## src/rtl/seq_multiplier_pkg.sv

```systemverilog
// Shared constants for the RV32M multiply group: the mulctl encoding that the
// controller decodes func3 into, and the multiplier FSM state type.
package seq_multiplier_pkg;

  localparam logic [1:0] MUL_LO  = 2'b00;
  localparam logic [1:0] MUL_HSS = 2'b01;
  localparam logic [1:0] MUL_HSU = 2'b10;
  localparam logic [1:0] MUL_HUU = 2'b11;

  typedef enum logic [1:0] {
    ST_IDLE = 2'b00,
    ST_RUN  = 2'b01,
    ST_DONE = 2'b10
  } mul_state_t;

endpackage

```

## src/rtl/seq_multiplier.sv

```systemverilog
// Iterative radix-2 shift-add multiplier for MUL/MULH/MULHSU/MULHU.
// Operates on magnitudes and applies the sign correction once at the end.
module seq_multiplier
  import seq_multiplier_pkg::*;
#(
  parameter int XLEN = 32
) (
  input  logic            clk,
  input  logic            rst_n,
  input  logic            start,
  input  logic [1:0]      mulctl,
  input  logic [XLEN-1:0] a,
  input  logic [XLEN-1:0] b,
  output logic            busy,
  output logic            done,
  output logic [XLEN-1:0] result
);

  localparam int CW = $clog2(XLEN) + 1;

  mul_state_t        state, state_next;
  logic [1:0]        op_q;
  logic              neg_q;
  logic [2*XLEN-1:0] mcand_q;
  logic [2*XLEN-1:0] acc_q;
  logic [XLEN-1:0]   mplier_q;
  logic [XLEN-1:0]   result_q;
  logic [CW-1:0]     cnt_q;

  logic              a_neg, b_neg;
  logic [XLEN-1:0]   mag_a, mag_b;
  logic [2*XLEN-1:0] acc_sum;
  logic [2*XLEN-1:0] product;
  logic              last_iter;

  // The most-negative operand negates to itself, which is exactly its magnitude.
  assign a_neg = ((mulctl == MUL_HSS) || (mulctl == MUL_HSU)) && a[XLEN-1];
  assign b_neg = (mulctl == MUL_HSS) && b[XLEN-1];
  assign mag_a = a_neg ? -a : a;
  assign mag_b = b_neg ? -b : b;

  assign acc_sum   = acc_q + (mplier_q[0] ? mcand_q : '0);
  assign product   = neg_q ? -acc_sum : acc_sum;
  assign last_iter = (cnt_q == CW'(XLEN - 1));

  always_ff @(posedge clk or negedge rst_n) begin
    if (!rst_n) state <= ST_IDLE;
    else        state <= state_next;
  end

  always_comb begin
    state_next = state;
    unique case (state)
      ST_IDLE: if (start) state_next = ST_RUN;
      ST_RUN:  if (last_iter) state_next = ST_DONE;
      ST_DONE: state_next = ST_IDLE;
      default: state_next = ST_IDLE;
    endcase
  end

  always_ff @(posedge clk or negedge rst_n) begin
    if (!rst_n) begin
      op_q     <= MUL_LO;
      neg_q    <= 1'b0;
      mcand_q  <= '0;
      acc_q    <= '0;
      mplier_q <= '0;
      cnt_q    <= '0;
      result_q <= '0;
    end else begin
      unique case (state)
        ST_IDLE: begin
          if (start) begin
            op_q     <= mulctl;
            neg_q    <= a_neg ^ b_neg;
            mcand_q  <= {{XLEN{1'b0}}, mag_a};
            mplier_q <= mag_b;
            acc_q    <= '0;
            cnt_q    <= '0;
          end
        end
        ST_RUN: begin
          acc_q    <= acc_sum;
          mcand_q  <= mcand_q << 1;
          mplier_q <= mplier_q >> 1;
          cnt_q    <= cnt_q + CW'(1);
          // The final iteration's partial sum feeds the result directly.
          if (last_iter) begin
            if (op_q == MUL_LO) result_q <= product[XLEN-1:0];
            else                result_q <= product[2*XLEN-1:XLEN];
          end
        end
        default: ;
      endcase
    end
  end

  assign busy   = (state == ST_RUN) || (state == ST_DONE);
  assign done   = (state == ST_DONE);
  assign result = result_q;

endmodule

```

## config.mk

```make
export PLATFORM = sky130hd
export DESIGN_NAME = seq_multiplier
export DESIGN_NICKNAME = d
export VERILOG_FILES = /design/src/rtl/seq_multiplier_pkg.sv /design/src/rtl/seq_multiplier.sv
export SDC_FILE = /design/constraint.sdc
export NUM_CORES = 1
export LEC_CHECK = 0
export BUFFER_PORTS_ARGS = -buffer_cell sky130_fd_sc_hd__buf_2
export CAP_MARGIN = 20
export CORE_UTILIZATION = 48
export DETAILED_ROUTE_END_ITERATION = 6
export PLACE_DENSITY = 0.73
export SYNTH_ARGS = -nofsm -noshare
export SYNTH_HDL_FRONTEND = slang
export SYNTH_SLANG_ARGS = --single-unit
```

## constraint.sdc

```tcl
create_clock -name clk -period 7.58 [get_ports clk]
set_input_delay 0.758 -clock clk [delete_from_list [all_inputs] [get_ports clk]]
set_output_delay 0.758 -clock clk [all_outputs]
set_load 0.01 [all_outputs]
```

==> results.cfg <==
[power]
p_leak_nw = 7.90
p_sw_share_pct = 49.2
irDropWorstVdd_mv = 0.333
p_switching_mw = 2.99
power_frac_comb_pct = 53.7
power_density_nw_per_um2 = 339
clkPwrFrac_pct = 20.5
intPower_mw = 3.09
power_frac_seq_pct = 25.9

[timing]
setup_viol = 0
slew_headroom_pct = 26.6
rsz0062_at_grt = false
hold_ws_ns = 0.170
fin_setup_tns_ns = 0
clock_skew_ns = 0.0215
finalCritPeriodShare_pct = 77.4
clock.fmax_mhz = 170
hold_violations = 0
drv_slew = 0
period_minus_slack_ns = 5.87
worst_slew_pin_slew_ns = 1.10

[synth]
synth_area_leader_cell = dfrtp_1
avgSynthCellArea_um2 = 7.94
synth_edf_count = 0
netlist_area_um2 = 16200
syn-instance-count = 2046
yosysWarnings = 0
synth.distinct_cells = 84
synth_nets = 2187
ys.flop_type = dfrtp_1
synth-seq-cells = 203
synthArstFlopShare_pct = 100
yosys-top-cells-area = dfrtp_1, o21ai_0, a21oi_1
yosysSeqAreaShare_pct = 31.3
synth_top_area_share_pct = 31.3

[worst_setup_path]
worstSetupStartpointType = flop
worstPathRequired_ns = 7.99
cp_cell_sequence = buf_12 > and2_1 > ha_1 > a21oi_1 > o21ai_0 > a32o_1 > a211oi_2 > o21ai_1 > xnor2_1 > o2111ai_2 > nor4_2 > a31oi_1 > xor2_1 > o21ai_0 > nand2_1
worst_path_largest_cell_delay_ns = 0.86
crit_path_top_delay_cell = dfrtp_1
crit_path_end_kind = flop
crit_arrival_ns = 6.28
critical_path_class = flop to flop
path_max_fanout = 38
cp_common_cell = o21ai_0

[drt]
drtIter0Drc = 1376
detail-route-antenna-nets = 0
wire_per_inst_um = 21.4
finalWirelength_um = 54300
via_count = 16000
drc = 0
viasPerCell = 6.30
dr.pass1.iters = 6

[finish]
final_cells = 2543
insertedDiodeCount = 0
area_growth_pct = 10.4
layout.nets = 2223
layout-drive-gt1-share_pct = 10.0

[die]
initial_core_util_pct = 49.3
fp.coreArea_um2 = 32900
fp.dieH_um = 186
io_pins = 103
die_area_um2 = 34600
num_rows = 66
chipWidth_um = 186

[clock_network]
insertion_delay_ns = 0.55
cts_buffers = 25
path_clk_slew_ns = 0.06
cts_root_buf = clkbuf_16
cts_tree = built
ctsHtreeMaxLevel = 1
clk_path_buf_depth = 3
cts_setup_buffers = 0
holdBufCountCts = 0
cts_resized = 0
clkSinkCount = 203

[hold_path]
min_path_type = input port to async pin

[grt]
grt_pass1_vias = 15000
grt.overflow.total = 0
antenna_found_initial = 1
grt_max_degree = 112
track_usage_pct = 31.6
grt_first_pass_wirelength_um = 85000

[status]
status = finished clean

[placed_design]
place_inst = 2497
hpwl_um = 41100
numPortBuffers = 102
gp_congestion = 0.982

[job]
cap_violations = 0
-- flip-flops by register name, summed over array words and instances, names as in the netlist --
| register | cells |
|---|---|
| cnt_q | 6 |
| mplier_q | 32 |
| acc_q | 64 |
| mcand_q | 64 |
| neg_q | 1 |
| op_q | 2 |
| result | 32 |
| state | 2 |
-- layer usage --
layer / routed length, um / track usage, %
met1: 24400 / 43.3
met4: 2340 / 12.2
met2: 24400 / 50.7
met5: 10 / 0
met3: 3200 / 3.95
-- synthesized netlist by cell type, drive strengths merged (8+ instances only) --
cell type and instances:
mux2i 13, nor2 183, nand2 253, and3 18, nor3 38, or3 26
o41ai 9, nand2b 12, dfrtp 203, xnor2 56, o211ai 15, xor2 69
and2 85, a31oi 18, or4 10, a21o 21, o21a 22, a21oi 206
nand3 36, nand4 28, ha 71, buf 19, nor2b 12, nor4 28
a22o 78, o31ai 27, a221oi 8, inv 27, o21ai 215, a211oi 16
clkbuf 97
-- metrics by stage --
step	utilization (%)	cell area (um2)	power [mW]	setup WS, ns
floorplan	-	16200	3.80	2.86
global placement	51.8	17100	4.73	1.98
detailed placement	51.8	17100	4.77	1.87
CTS	54.4	17900	6.04	1.83
global route	54.4	17900	6.45	1.31
finish	54.4	17900	6.08	1.71
-- kinds of logic after synthesis --
group / after synthesis / synth area share [%]
compound gates: 732 / 29.1
fa+ha+maj: 72 / 5.59
flops: 203 / 31.3
simple gates: 755 / 22.8
xor+xnor: 125 / 6.79
buf+inv: 143 / 3.42
mux: 16 / 1.01
-- final timing paths --
check	from	to	slack, ns	depth (start not counted)
min in group clk	result[7]	result[7]	0.48	2
max reg2reg	mplier_q[0]	result[7]	1.71	15
max in group asynchronous	rst_n	acc_q[38]	6.01	2
min	rst_n	acc_q[35]	0.17	1
max	mplier_q[0]	result[7]	1.71	15
min reg2reg	result[7]	result[7]	0.48	2
-- power by group through the flow --
stage               clock (mW)  combinational (mW)  sequential (mW)
floorplan                    0                2.31             1.49
global placement             0                3.15             1.58
detailed placement           0                3.19             1.59
CTS                       1.27                3.21             1.57
global route              1.30                3.54             1.60
finish                    1.24                3.26             1.57
-- worst max-delay path: cells and delay by family (launching register included) --
family / cells / cell delay (ns)
buffers and inverters: 1 / 0.26
and+or+nand+nor: 3 / 1.04
AOI/OAI and AO/OA: 8 / 2.51
DFF: 1 / 0.86
adders and majority gates: 1 / 0.31
xor gates and xnor gates: 2 / 0.73
-- final cells by class --
type | count | area [um2]
well taps | 442 | 553
fillers | 3121 | 15000
multi-input cells | 1700 | 10600
repair buffers | 125 | 704
flip-flops and latches | 203 | 5080
clock inverters | 12 | 128
inverters | 27 | 101
clock buffers | 34 | 719
-- layout by cell type, fill, tap and decap left out, types with 7 or more instances in the layout --
cell type  instances
nand3_1           36
buf_2            101
nor2b_1           12
o22ai_1            7
a22o_1            78
or3_1             25
a211o_1            7
nand2_1          251
or4_1             10
inv_1             27
a22oi_1            7
buf_4             22
xnor2_1           56
nor2_1           182
and3_1            18
and2_1            84
dfrtp_1          203
o211ai_1          15
o31ai_1           27
nand2b_1          12
a21oi_1          201
a221o_1            7
a31oi_1           18
a221oi_1           7
mux2i_1           13
ha_1              70
o41ai_1            9
a211oi_1          14
clkbuf_8           7
xor2_1            68
nor4_1            22
or2_2              7
nand4_1           26
nor3_1            38
clkbuf_16         25
o21ai_0          208
a21o_1            21
o21a_1            22
No activity file was read; power rests on OpenSTA's default activity.
